===== src/rtl/lbp_gen.sv =====
// 3x3 local binary pattern generator: reads each pixel, then its 8 neighbours, then writes one code.
// 10 cycles per interior pixel and 2 per border pixel; a write holds until lbp_ready.
module lbp_gen #(
  parameter int IMG_W  = 128,
  parameter int IMG_H  = 128,
  parameter int PIX_W  = 8,
  parameter int ADDR_W = 14
) (
  input  logic              clk,
  input  logic              reset,
  input  logic              gray_ready,
  output logic              gray_req,
  output logic [ADDR_W-1:0] gray_addr,
  input  logic [PIX_W-1:0]  gray_data,
  input  logic [PIX_W-1:0]  thr,
  input  logic              border_en,
  input  logic              lbp_ready,
  output logic              lbp_valid,
  output logic [ADDR_W-1:0] lbp_addr,
  output logic [7:0]        lbp_data,
  output logic              finish
);

  localparam int CW = (IMG_W > 2) ? $clog2(IMG_W) : 1;
  localparam int RW = (IMG_H > 2) ? $clog2(IMG_H) : 1;

  localparam logic [CW-1:0]     COL_LAST = CW'(IMG_W - 1);
  localparam logic [CW-1:0]     COL_INT  = CW'(IMG_W - 2);
  localparam logic [RW-1:0]     ROW_LAST = RW'(IMG_H - 1);
  localparam logic [RW-1:0]     ROW_INT  = RW'(IMG_H - 2);
  localparam logic [ADDR_W-1:0] WA       = ADDR_W'(IMG_W);
  localparam logic [ADDR_W-1:0] ONE      = ADDR_W'(1);
  localparam logic [ADDR_W-1:0] SKIP     = ADDR_W'(3);

  typedef enum logic [2:0] {
    S_IDLE,
    S_CENTER,
    S_NEIGH,
    S_WRITE,
    S_BORDER,
    S_DONE
  } state_t;

  state_t            state, state_n;
  logic [ADDR_W-1:0] p, p_n;
  logic [RW-1:0]     row, row_n;
  logic [CW-1:0]     col, col_n;
  logic [2:0]        k;
  logic [PIX_W-1:0]  gc;
  logic [PIX_W-1:0]  thr_q;
  logic              bord_q;
  logic [7:0]        code;
  logic              last_pix;
  logic              nxt_border;
  logic              hit;
  logic [ADDR_W-1:0] nb_addr;

  // Sum carried at PIX_W+1 bits so a large thr can never wrap into a match.
  assign hit = {1'b0, gray_data} >= ({1'b0, gc} + {1'b0, thr_q});

  always_comb begin
    case (k)
      3'd0:    nb_addr = p - WA - ONE;
      3'd1:    nb_addr = p - WA;
      3'd2:    nb_addr = p - WA + ONE;
      3'd3:    nb_addr = p - ONE;
      3'd4:    nb_addr = p + ONE;
      3'd5:    nb_addr = p + WA - ONE;
      3'd6:    nb_addr = p + WA;
      default: nb_addr = p + WA + ONE;
    endcase
  end

  always_comb begin
    row_n = row;
    col_n = col + 1'b1;
    p_n   = p + ONE;
    if (bord_q) begin
      if (col == COL_LAST) begin
        col_n = '0;
        row_n = row + 1'b1;
      end
    end else if (col == COL_INT) begin
      // Skip the right border of this row and the left border of the next.
      col_n = CW'(1);
      row_n = row + 1'b1;
      p_n   = p + SKIP;
    end
  end

  assign last_pix   = bord_q ? (row == ROW_LAST && col == COL_LAST)
                             : (row == ROW_INT && col == COL_INT);
  assign nxt_border = (row_n == '0) || (row_n == ROW_LAST) ||
                      (col_n == '0) || (col_n == COL_LAST);

  always_ff @(posedge clk) begin
    if (reset) state <= S_IDLE;
    else       state <= state_n;
  end

  always_comb begin
    state_n   = state;
    gray_addr = '0;
    case (state)
      S_IDLE:   if (gray_ready) state_n = border_en ? S_BORDER : S_CENTER;
      S_CENTER: begin
        gray_addr = p;
        state_n   = S_NEIGH;
      end
      S_NEIGH: begin
        gray_addr = nb_addr;
        if (k == 3'd7) state_n = S_WRITE;
      end
      S_BORDER: state_n = S_WRITE;
      S_WRITE: begin
        if (lbp_ready) begin
          if (last_pix)        state_n = S_DONE;
          else if (nxt_border) state_n = S_BORDER;
          else                 state_n = S_CENTER;
        end
      end
      S_DONE:   state_n = S_DONE;
      default:  state_n = S_IDLE;
    endcase
  end

  always_ff @(posedge clk) begin
    if (reset) begin
      gray_req <= 1'b0;
      p        <= '0;
      row      <= '0;
      col      <= '0;
      k        <= '0;
      gc       <= '0;
      thr_q    <= '0;
      bord_q   <= 1'b0;
      code     <= '0;
    end else begin
      case (state)
        S_IDLE: begin
          if (gray_ready) begin
            gray_req <= 1'b1;
            thr_q    <= thr;
            bord_q   <= border_en;
            p        <= border_en ? '0 : WA + ONE;
            row      <= border_en ? '0 : RW'(1);
            col      <= border_en ? '0 : CW'(1);
            k        <= '0;
            code     <= '0;
          end
        end
        S_CENTER: begin
          gc   <= gray_data;
          k    <= '0;
          code <= '0;
        end
        S_NEIGH: begin
          code[k] <= hit;
          k       <= k + 1'b1;
        end
        S_BORDER: code <= '0;
        S_WRITE: begin
          if (lbp_ready && !last_pix) begin
            p   <= p_n;
            row <= row_n;
            col <= col_n;
          end
        end
        default: ;
      endcase
    end
  end

  assign lbp_valid = (state == S_WRITE);
  assign finish    = (state == S_DONE);
  assign lbp_addr  = p;
  assign lbp_data  = code;

endmodule


===== config.mk =====
export PLATFORM = sky130hd
export DESIGN_NAME = lbp_gen
export DESIGN_NICKNAME = d
export VERILOG_FILES = /design/src/rtl/lbp_gen.sv
export SDC_FILE = /design/constraint.sdc
export NUM_CORES = 1
export LEC_CHECK = 0
export CAP_MARGIN = 10
export CORE_ASPECT_RATIO = 0.6
export CORE_UTILIZATION = 59
export CTS_CLUSTER_DIAMETER = 150
export DETAILED_ROUTE_END_ITERATION = 8
export PLACE_DENSITY = 0.78
export SYNTH_ARGS = -nofsm -noshare
export SYNTH_HDL_FRONTEND = slang
export SYNTH_SLANG_ARGS = --single-unit

===== constraint.sdc =====
create_clock -name clk -period 5.4 [get_ports clk]
set_input_delay 1.08 -clock clk [delete_from_list [all_inputs] [get_ports clk]]
set_output_delay 1.08 -clock clk [all_outputs]
set_load 0.02 [all_outputs]

; ---- Word-level counts from Yosys, hierarchy flattened
; Cells that the tools add are included.
[totals]
inputBits = 21
output_inout_bits = 39
ff_bits = 60
wordCells = 104
[op_classes]
addsub = 13
n_reduce_logical = 21
eq_ne = 22
order_cmp = 3
n_mux = 35
[ops]
columns = operator, n
row1 = one-hot mux 14 bit (7 select lines), 1
row2 = 2-to-1 mux 7 bit, 9
row3 = 2-to-1 mux 14 bit, 4
row4 = one-hot mux 14 bit (2 select lines), 2
row5 = adder 14 x 1 -> 14 bit (second input constant), 3
row6 = == test 7 bit (second input constant), 6
row7 = subtractor 14 x 1 -> 14 bit (second input constant), 3
row8 = one-hot mux 7 bit (2 select lines), 2
row9 = one-hot mux 8 bit (3 select lines), 1
row10 = 2-to-1 mux 3 bit, 7
row11 = == test 3 bit (second input constant), 6
row12 = one-hot mux 3 bit (6 select lines), 1
row13 = 2-to-1 mux 8 bit, 2
row14 = adder 14 x 2 -> 14 bit (second input constant), 1
row15 = adder 14 x 8 -> 14 bit (second input constant), 1
row16 = adder 7 x 1 -> 7 bit (second input constant), 2
row17 = zero test 7 bit, 2
row18 = subtractor 14 x 8 -> 14 bit (second input constant), 1
row19 = == test 3 x 2 -> 1 bit (second input constant), 4
row20 = adder 8 x 8 -> 9 bit, 1
row21 = greater-or-equal comparator 8 x 9 -> 1 bit, 1
row22 = one-hot mux 3 bit (3 select lines), 1
row23 = bitwise mux 8 bit, 1
row24 = == test 3 x 1 -> 1 bit (second input constant), 2
row25 = other kinds (16), 30

; ---- Depth between registers and ports, before layout
; Gate-level depths: netlist (run 1).
[depth]
ltp_word = 11
mapped_depth = 15
mapped_depth_nobuf = 15

; ---- Worst setup path after synthesis (run 1)
; OpenSTA, ideal clock, no wires.
[synth_path]
path_kind = register -> output
startpoint = register k[1]
endpoint = output gray_addr[11]
slack_ns = 1.000
path_stages_with_launch = 13
t_arrival_ns = 3.320
required_time_ns = 4.320
n_path_buf = 1
path_cell_list = dfxtp_1 > clkbuf_1 > inv_1 > ha_1 > and2_1 > ha_1 > a21oi_1 > o22ai_1 > or4_1 > a31oi_1 > xnor2_1 > nor2_1 > o31ai_1
[synth_via]
elab_chain_cells = 3
word_cells_on_any_way = 9
cone_classes = eq/ne: 6 / mux: 2 / reduce/logical: 1
[synth_lines]
columns = item, line
row1 = start: declaration, 48  ; logic [2:0] k;
row2 = start signal: assignment, 159  ; k <= k + 1'b1;
row3 = "== test 3 bit, or another cell as far along", 62  ; case (k)
row4 = one-hot mux 14 bit (7 select lines) (*), 62
row5 = one-hot mux 14 bit (2 select lines) (*), 104  ; case (state)
row6 = end: declaration, 13  ; output logic [ADDR_W-1:0] gray_addr,
; Mark *: on every way between the ends. The rest lies on a longest branch, timed or not.

; ---- Final worst setup path (run 1)
[layout_path]
startpoint = register k[0]
endpoint = output gray_addr[13]
; The elaborated chain is that of the path after synthesis.

==> results.txt, run 1 <==
The flow ran to the end, and the final reports show no timing, DRC or antenna violations. The net count after synthesis came out at 872. In the routed design, unresolved DRC markers number 0. The fraction of the yosys area taken by sequential cells was 0.203. Dividing the detail-routed wire length by the instance count gives 19.7 um.

The worst-skew pair later-pin latency was 0.33 ns. The number of pins exceeding their max-slew limit in the final report was 0; the largest fanout on the critical path was 11. Summed over all cells, the static leakage comes to 2.52 nW. At the end of routability-driven placement, the weighted congestion stood at 0.970. Yosys printed 0 warnings.

The detailed router finished its first iteration with 830 violations. Clock-pin slew was measured on the worst setup and hold paths at 0.05 ns. The data required time of the worst path came out at 4.32 ns.

Worst path setup slack after routing: 0.153 ns. The net count of the finished layout is 896. For the achievable clock frequency, the log shows 0.191 GHz.

For the met1 track demand over resource, the log shows 0.519. Among all flip-flop cells after synthesis, the most frequent one is sky130_fd_sc_hd__dfxtp_1. Wires add up to 18,900 um. Maximum number of buffers from clock root to sink: 2. Worst hold path class: reg2reg. The mean cell area of the mapped netlist was 7.34 um2; the die outline area was 10,400 um2.

Busiest metal layer after global routing: met2. The root buffer selected by CTS was sky130_fd_sc_hd__clkbuf_16. The count of buffers added on input and output ports is 59. The synthesized design contains 0 enable-type register cells. From left edge to right edge, the die measures 131 um. For this run, the detailed router's first-pass iteration total came to 6. After synthesis the netlist holds a flip-flop and latch count of 60. Worst max-slew margin expressed relative to the limit: 0.335.

Clock skew on the completed layout was measured at 0.00504 ns. The floorplan core area was 9460 um2; the CTS buffer count was 9. The number of distinct standard cells referenced by the synthesized netlist is 76. The via count of the first global-routing pass was 5,740; the post-route core utilization was 0.717.

The H-tree generated during clock tree synthesis spans 3 levels. The pin count of the biggest net entering global routing was 34; the number of buffers added for setup after CTS was 0. The clock net sink count is 60, and the minimum clock period after layout is 5.25 ns.

Row count: 27. The max-cap check violation count was 0; the critical path data arrival time was 4.17 ns. Synthesis handed over a netlist of 806 instances. The first global-routing pass estimated 30,100 um of wire. The fraction of registers with async set or reset after synthesis is 0. The part of the cycle the worst path needs is 0.972, and the number of diodes added for antenna fixing is 0.

Total grt overflow: 0. The vias per cell was 6.70; the proportion of layout cells with a drive suffix above 1 was 0.0671. Setup repair after global routing left no endpoint under its margin. After synthesis the cells add up to 5920 um2. The starting utilization of the core area was 0.625. The design draws 1.94 mW. TritonCTS built the clock tree. The total count of hold-check failures in the final report was 0.

The initial antenna violation count is 0, and the met2 track utilization from global routing is 0.540. The number of hold buffers added after CTS was 0. The detail route stage leaves a number of antenna-violating nets equal to 0. IR analysis of the VDD net gives a maximum drop of 0.262 mV. The worst setup path is launched from a register. For the all-layer global routing usage, the log shows 0.362. Once detailed placement completed, the half-perimeter wirelength came to 13,800 um.

After routing, the total negative slack on setup checks comes to 0 ns. For the detailed-route via count, the log shows 6,463. The logs give 0.0794 for the met3 track demand over resource and 60 for the boundary pin count.

Relative to the synthesized area, the layout overhead comes to 14.7%. The critical path capture point type is an output port. The tools report the number of failing setup endpoints in the final timing report as 0. The type of the worst setup path is reg2out. Die span in y: 79.6 um. The tools report the pre-CTS worst setup slack as 0.478 ns.

The total power density per cell area came out at 286 nW/um2. At the pin with the least slew margin, the transition time is 0.996 ns.
where the power goes:
group,switching (mW),internal (mW),leakage (nW)
combinational,0.511,0.321,1.89
clock,0.216,0.353,0.142
sequential,0.0603,0.478,0.487
total,0.787,1.15,2.52
critical path, cell delays in order (launching register included):
cell and delay (ns):
sky130_fd_sc_hd__dfxtp_1 0.52, sky130_fd_sc_hd__ha_1 0.30, sky130_fd_sc_hd__and2_1 0.34, sky130_fd_sc_hd__ha_1 0.36
sky130_fd_sc_hd__a21oi_1 0.18, sky130_fd_sc_hd__o22ai_1 0.11, sky130_fd_sc_hd__or4_1 0.49, sky130_fd_sc_hd__a211o_1 0.31
sky130_fd_sc_hd__xnor2_1 0.22, sky130_fd_sc_hd__o21ai_0 0.13, sky130_fd_sc_hd__a22oi_1 0.22, sky130_fd_sc_hd__clkdlybuf4s50_1 0.65
Yosys cell counts, types with 25 or more instances:
| cell type | instances | area (um2) |
|---|---|---|
| sky130_fd_sc_hd__nand2_1 | 92 | 345 |
| sky130_fd_sc_hd__a21oi_1 | 71 | 355 |
| sky130_fd_sc_hd__dfxtp_1 | 60 | 1200 |
| sky130_fd_sc_hd__nor2_1 | 56 | 210 |
| sky130_fd_sc_hd__o21ai_0 | 52 | 260 |
| sky130_fd_sc_hd__ha_1 | 43 | 538 |
| sky130_fd_sc_hd__xnor2_1 | 41 | 359 |
| sky130_fd_sc_hd__clkbuf_1 | 28 | 105 |
| sky130_fd_sc_hd__inv_1 | 28 | 105 |
| sky130_fd_sc_hd__nand3_1 | 28 | 140 |
| sky130_fd_sc_hd__nor3_1 | 27 | 135 |
| sky130_fd_sc_hd__buf_2 | 25 | 125 |
layout by cell type, fill, tap and decap left out, types with 9 or more instances in the layout:
cell / instances
sky130_fd_sc_hd__ha_1: 43
sky130_fd_sc_hd__a21oi_1: 71
sky130_fd_sc_hd__o22ai_1: 13
sky130_fd_sc_hd__o31ai_1: 9
sky130_fd_sc_hd__clkdlybuf4s50_1: 58
sky130_fd_sc_hd__nor3_1: 26
sky130_fd_sc_hd__and3_1: 12
sky130_fd_sc_hd__xnor2_1: 41
sky130_fd_sc_hd__dfxtp_1: 59
sky130_fd_sc_hd__nand2_1: 92
sky130_fd_sc_hd__clkbuf_16: 9
sky130_fd_sc_hd__xor2_1: 19
sky130_fd_sc_hd__a21o_1: 10
sky130_fd_sc_hd__nand3_1: 28
sky130_fd_sc_hd__a211oi_1: 19
sky130_fd_sc_hd__nor2b_1: 9
sky130_fd_sc_hd__o21ai_0: 52
sky130_fd_sc_hd__buf_4: 15
sky130_fd_sc_hd__nor2_1: 56
sky130_fd_sc_hd__inv_1: 28
flip-flops by register name, indices dropped and copies added, names as in the netlist:
register,cells
gray_req,1
gc,8
thr_q,8
lbp_data,8
row,7
state,3
k,3
col,7
lbp_addr,14
bord_q,1
per-layer routing:
metal | vias to the layer above | routed length, um
met5 | - | 0
met4 | 0 | 232
met3 | 29 | 2420
met2 | 440 | 7840
met1 | 3011 | 8460
li1 | 2983 | -
cell type report:
cell class                      instances  area [um2]
Clock inverter                          5        53.8
Fill cell                             767        2670
Inverter                               28         105
Multi-Input combinational cell        657        4330
Tap cell                              130         163
Clock buffer                           10         229
Sequential cell                        60        1200
Timing Repair Buffer                   74         698
path summary, 6_finish.rpt:
check	startpoint	to	slack (ns)	cells after the start
hold / removal	thr_q[5]	thr_q[5]	0.46	2
setup reg to reg	state[2]	lbp_addr[2]	1.70	8
setup / recovery	k[0]	gray_addr[13]	0.15	11
hold reg to reg	thr_q[5]	thr_q[5]	0.46	2
cells by family (layout without fill, tap and decap cells):
group | count (synthesis) | after routing | share of synthesized area
simple gates | 296 | 296 | 0.261
compound gates | 250 | 250 | 0.273
buf+inv | 89 | 117 | 0.0651
xor+xnor | 61 | 61 | 0.0916
flops | 60 | 60 | 0.203
fa+ha+maj | 45 | 45 | 0.0977
mux | 5 | 5 | 0.00846
metrics by stage:
stage          cell area, um2  cells  hold slack [ns]
3_3_place_gp             6500    949            0.447
2_1_floorplan            5920    806            0.440
3_5_place_dp             6500    949            0.451
5_1_grt                  6790    964            0.473
4_1_cts                  6780    964            0.458
6_report                 6790    964            0.460
repair_timing:
item,4_1_cts,5_1_grt
resized for setup,0,1
endpoints found under the hold margin,0,0
endpoints found under the setup margin,0,2
(Power assumes the default switching activity.)
==> run 2, diff against run 1 <==
CORE_UTILIZATION = 35   (was 59)
PLACE_DENSITY = 0.5   (was 0.78)
==> results.txt, run 2 (same netlist as run 1, synthesis figures left out) <==
The all-layer global routing usage is 0.247. The type of the worst setup path is reg2out. The internal power of the cells totals 1.21 mW.

The run gives 4.32 ns as the data required time of the worst path. The number of buffers and inverters on the critical path is 2. The repair_antennas step left the layout with diodes totalling 0.

Data on the critical path arrives at its endpoint at 4.00 ns. The tools report the achievable clock frequency as 0.197 GHz. For the clock tree skew after final layout, the log shows 0.00716 ns.

The proportion of layout cells with a drive suffix above 1 was 0.0751; the count of filler cells inserted in the layout was 1,712. The number of placed instances, taps included is 1,051. The detailed-route via count came out at 6,303. The part of the cycle the worst path needs is 0.941, and the cell area reported after detailed placement is 6660 um2.

Buffers inserted during clock tree synthesis total 9. Port buffering added 59 buffers. No sink is reached through more buffers than the 2 on the longest clock path. After floorplanning, the core was sized to cover 16,400 um2. The library cell used most frequently in the layout, excluding fill and tap cells, is sky130_fd_sc_hd__nand2_1. VDD sags by at most 0.142 mV. The tools report the final non-filler cell total as 1,067. The top cell types in the final layout, fill and taps aside, are sky130_fd_sc_hd__nand2_1, sky130_fd_sc_hd__a21oi_1, sky130_fd_sc_hd__dfxtp_1. The kind of cell adding the most delay to the critical path was compound AO/OA/AOI/OAI gates. The root buffer selected by CTS was sky130_fd_sc_hd__clkbuf_16. After layout, the minimum clock period comes to 5.08 ns. The clock share of power came out at 0.320. The run gives 0 as the post-route DRC violation count.

The die outline area came out at 17,400 um2. The tools report the critical path capture point type as an output port. The logs give 0 for the max-cap check violation count and 0 for the total grt overflow. Post-route core utilization: 0.426. The worst-skew pair later-pin latency came out at 0.35 ns.

TritonCTS built the clock tree. Total power density per cell area: 291 nW/um2. The pin slew with the least headroom to its limit is 1.07 ns.

The clock transition at the register clock pins on the worst setup and hold paths after CTS was 0.06 ns; the via count of the first global-routing pass was 5,624. The tools report the total number of nets in the final design as 900. Walking the worst path, the cells encountered are inv_1 > ha_1 > and2_1 > fa_1 > a211oi_1 > o21ai_0 > a21oi_1 > a21oi_1 > xnor2_1 > o21ai_0 > o21ai_1 > clkdlybuf4s50_1. The run finished with clean final reports. Setup repair after global routing left no endpoint under its margin.

Adding up every negative setup slack in the final design gives 0 ns. The run gives 15,700 um as the placed wire-length estimate. The first routing iteration left 598 violations. The logic gate share of total power came out at 0.415.

After detailed routing, the average wire length per cell comes to 19.7 um. The worst max-slew margin expressed relative to the limit was 0.286; the boundary pin count was 60. Hold is met by 0.460 ns. The die is 170 um wide. The first TritonRoute pass finished after 5 iterations. For the starting utilization of the core area, the log shows 0.361. The critical path's slowest cell was sky130_fd_sc_hd__clkdlybuf4s50_1. The analysis attributes to cell leakage a power of 2.57 nW.

Initial antenna violation count: 0. For the number of pins exceeding their max-slew limit in the final report, the log shows 0. Entering global routing, the biggest net connects 51 pins.

The worst setup path is launched from a register. Wires add up to 21,000 um. The total count of hold-check failures in the final report was 0; the largest fanout on the critical path was 12. Routability-driven placement finished with a final weighted congestion of 0.907. The analysis attributes to net switching a power of 0.829 mW.

The clock net sink count came out at 60. The part of the total power dissipated in sequential elements came out at 0.265. The min-delay analysis places its worst path in the category reg2reg. The finished cells cover 6990 um2.

The number of antenna-violating nets in the routed design was 0. The global-route wire length before repair was 32,900 um; the number of failing setup endpoints in the final timing report was 0. The H-tree was split into 3 levels. In the routed layout, each cell is associated on average with a via count of 5.91.

The flip-flop count of the largest register, all copies and words added is 14. The floorplan has 36 rows. For this run, the slowest stage of the critical path takes 0.62 ns. The number of hold buffers added after CTS was 0. The floorplan step set the die height to 103 um. The switching share of power is 0.407. Compared with the post-synthesis result, the final layout area differs by 18.1%.
[run 2: changes by cell type in the layout (fill, tap and decap cells not counted), sizes merged]
cell,change
buf,+4
bufinv,+1
clkbuf,-1
clkdlybuf4s50,-1
clkinv,-2
clkinvlp,+1
dlymetal6s2s,+1
inv,+2
[run 2: cell type report]
cell class / count / area [um2] / area share
Multi-Input combinational cell: 657 / 4340 / 0.621
Tap cell: 228 / 285 / 0.0408
Clock buffer: 9 / 225 / 0.0322
Clock inverter: 7 / 98.8 / 0.0141
Timing Repair Buffer: 78 / 731 / 0.105
Sequential cell: 60 / 1200 / 0.172
Inverter: 28 / 105 / 0.0150
[run 2: final timing paths]
kind	from	end	slack (ns)	cells past startpoint
worst min-delay path	thr_q[6]	thr_q[6]	0.46	2
worst max register to register	state[2]	col[5]	2.12	10
worst max-delay path	k[1]	gray_addr[12]	0.32	12
worst min register to register	thr_q[6]	thr_q[6]	0.46	2
[run 2: per-stage QoR]
step	power (mW)	worst slack, ns
2_1_floorplan	1.09	1.00
3_3_place_gp	1.37	0.494
3_5_place_dp	1.38	0.374
4_1_cts	2.03	0.118
5_1_grt	2.15	0.0268
6_report	2.03	0.316
[run 2: power by group through the flow]
stage	sequential [mW]	clock [mW]	combinational, mW
after detailed placement	0.547	0	0.830
after floorplan	0.515	0	0.574
after global placement	0.543	0	0.823
after CTS	0.537	0.664	0.834
final	0.539	0.651	0.844
after global routing	0.546	0.685	0.922
[run 2: tightest hold or removal path: cells and delay by family (launching register included)]
family | cells | cell delay [ns]
AOI/OAI and AO/OA | 1 | 0.05
DFF | 1 | 0.31
and+or+nand+nor | 1 | 0.05
[run 2: what timing repair did]
action | in CTS | in global routing
endpoints found under the hold margin | 0 | 0
gates resized for setup | 1 | 3
buffers inserted | 0 | 0
endpoints found under the setup margin | 1 | 1
[run 2: routing by layer]
| metal | wire length [um] | track usage |
|---|---|---|
| met1 | 11300 | 0.401 |
| met2 | 7900 | 0.326 |
| met3 | 1640 | 0.0403 |
| met4 | 180 | 0.0534 |
| met5 | 0 | 0 |
==> run 3, diff against run 2 <==
CORE_ASPECT_RATIO = 0.75   (was 0.6)
PLACE_DENSITY = default   (was 0.5)
PLACE_DENSITY_LB_ADDON = 0.1   (was default)
REMOVE_ABC_BUFFERS = 1   (was default)
==> results.txt, run 3 (same netlist as run 1, synthesis figures left out) <==
The flow ran to the end, but the final reports show violations. The final reports fail on DRC. The floorplan has 40 rows.

The pre-antenna-repair detailed-routing pass consisted of 7 iterations. Between clock sinks in the finished design, the worst skew comes to 0.00914 ns. The part of the cycle the worst path needs was 0.949; the area growth from synthesis to final layout was 16.7%. Setup repair after global routing left no endpoint under its margin. The critical path in this run is classified as reg2out. The largest fanout on the critical path is 10. The die is 152 um wide. During I/O placement, the number of pins put on the boundary was 60. The finished layout holds 1,044 standard cells, fillers aside.

Type of element launching the critical path: a register. Pin slew with the least headroom to its limit: 1.05 ns. The top cell types in the final layout, fill and taps aside, are sky130_fd_sc_hd__nand2_1, sky130_fd_sc_hd__a21oi_1, sky130_fd_sc_hd__dfxtp_1, sky130_fd_sc_hd__clkdlybuf4s50_1, sky130_fd_sc_hd__nor2_1. The proportion of layout cells with a drive suffix above 1 is 0.0695. The DRC violation total after the first TritonRoute iteration was 594; the number of cells traversed by the worst hold path was 2. The tool flagged a number of max-cap violations equal to 0. For flop-to-flop paths, the worst setup slack is 1.68 ns.

Wires add up to 19,400 um. Based on the critical path, the design can be clocked at up to 0.195 GHz. Routability-driven placement finished with a final weighted congestion of 0.928. The tools report the startpoint of the lowest-slack hold path as gc[0].

For the global-route wire length before repair, the log shows 31,300 um. The logs give 48 for the pin count of the biggest net entering global routing and 17,400 um2 for the die outline area. The tools report the post-route core utilization as 0.424. The critical path data arrival time is 4.05 ns.

For the final routed database, the setup TNS stands at 0 ns. The worst-skew pair later-pin latency is 0.34 ns. The number of buffers added for setup after CTS was 0; the cell count of the worst reg-to-reg path was 7. The worst reg2reg path startpoint is state[1]. Data required time of the worst path: 4.32 ns. The logs give 16,300 um2 for the floorplan core area and 5,665 for the via count of the first global-routing pass.

The total power density per cell area came out at 284 nW/um2. The detailed-route via count is 6,139, and the starting utilization of the core area is 0.364. TritonCTS built the clock tree. Counting along the longest clock path gives a buffer depth of 2.

The tools report the total count of hold-check failures in the final report as 0. The minimum clock period after layout was 5.13 ns; the total number of nets in the final design was 895. The leading cell type in the layout, fill and taps excluded is sky130_fd_sc_hd__nand2_1. After detailed placement, the design holds a cell count of 1,028. Clock net sink count: 60.

After global routing the overflow that remains totals 0. After detailed routing, the number of remaining DRC violations is 6. Port buffering added 59 buffers.

The run gives 0 as the number of pins exceeding their max-slew limit in the final report. Worst max-slew margin expressed relative to the limit: 0.301. The worst hold path terminates at gc[0]. TritonCTS created 9 clock buffers.

Worst ir drop on vdd: 0.184 mV. Setup violations remaining at the end of the flow were counted as 0. The analysis attributes to cell leakage a power of 2.52 nW. The number of levels the H-tree was split into was 3.

The root buffer selected by CTS was sky130_fd_sc_hd__clkbuf_16. The worst setup path is captured at an output port. Number of antenna-violating nets in the routed design: 0.

In this run the critical register-to-register path is captured at lbp_addr[13]. Number of diodes added for antenna fixing: 0. The clock transition at the register clock pins on the worst setup and hold paths after CTS was 0.05 ns.

The min-delay analysis places its worst path in the category reg2reg. The wire-length estimate of the detail-placed layout is 14,100 um. The die is 115 um tall.

The run gives 0.226 as the all-layer global routing usage. The flip-flop count of the largest register, all copies and words added is 14, and the initial antenna violation count is 0. In the final routed layout, each cell accounts on average for 18.6 um.

The vias per cell came out at 5.88.
-- run 3: cell type report --
type	count	area [um2]
clock buffers	12	256
fillers	1690	9360
flip-flops and latches	60	1200
clock inverters	4	47.5
well taps	210	263
multi-input cells	657	4340
inverters	28	105
repair buffers	73	691
-- run 3: where the power goes --
group / switching [mW] / internal (mW) / total (mW)
combinational: 0.505 / 0.320 / 0.825
sequential: 0.0591 / 0.478 / 0.537
clock: 0.214 / 0.381 / 0.595
total: 0.779 / 1.18 / 1.96
-- run 3: worst max-delay path by stage --
stage | startpoint | end | slack [ns] | depth (start not counted)
after floorplan | k[1] | gray_addr[11] | 1.12 | 11
after global placement | k[1] | gray_addr[13] | 0.40 | 12
after detailed placement | k[1] | gray_addr[13] | 0.25 | 12
after CTS | k[1] | gray_addr[13] | 0.01 | 12
after global routing | k[1] | gray_addr[13] | 0.02 | 12
final | lbp_addr[7] | gray_addr[13] | 0.27 | 12
-- run 3: stage by stage --
stage	cell area [um2]	setup WS [ns]	total power [mW]	hold slack, ns
after floorplan	5640	1.12	1.05	0.434
after global placement	6590	0.401	1.35	0.448
after detailed placement	6590	0.251	1.36	0.455
after CTS	6900	0.0137	1.96	0.463
after global routing	6900	0.0229	2.08	0.480
final	6900	0.273	1.96	0.460
-- run 3: critical path: stages (launching register included) --
cell and delay (ns):
sky130_fd_sc_hd__dfxtp_1 0.58, sky130_fd_sc_hd__ha_1 0.41, sky130_fd_sc_hd__nand3_1 0.37, sky130_fd_sc_hd__xnor2_1 0.24
sky130_fd_sc_hd__ha_1 0.32, sky130_fd_sc_hd__o21a_1 0.13, sky130_fd_sc_hd__nor2_1 0.14, sky130_fd_sc_hd__a211oi_1 0.07
sky130_fd_sc_hd__a211o_1 0.30, sky130_fd_sc_hd__xnor2_1 0.20, sky130_fd_sc_hd__o21ai_0 0.09, sky130_fd_sc_hd__a22oi_1 0.20
sky130_fd_sc_hd__clkdlybuf4s50_1 0.64
-- run 3: per-layer routing --
metal  global-route usage  part of all wire  up-vias
met2                0.329              0.41      212
met5                    0                 0        -
li1                     -                 -     2983
met1                0.337              0.51     2922
met4               0.0537             0.014        0
met3               0.0416             0.063       22
-- run 3: timing repair --
action,4_1_cts,5_1_grt
pin swaps,0,0
hold buffers,0,0
cloned,0,0
gates resized for setup,1,3
setup endpoints to repair,2,4
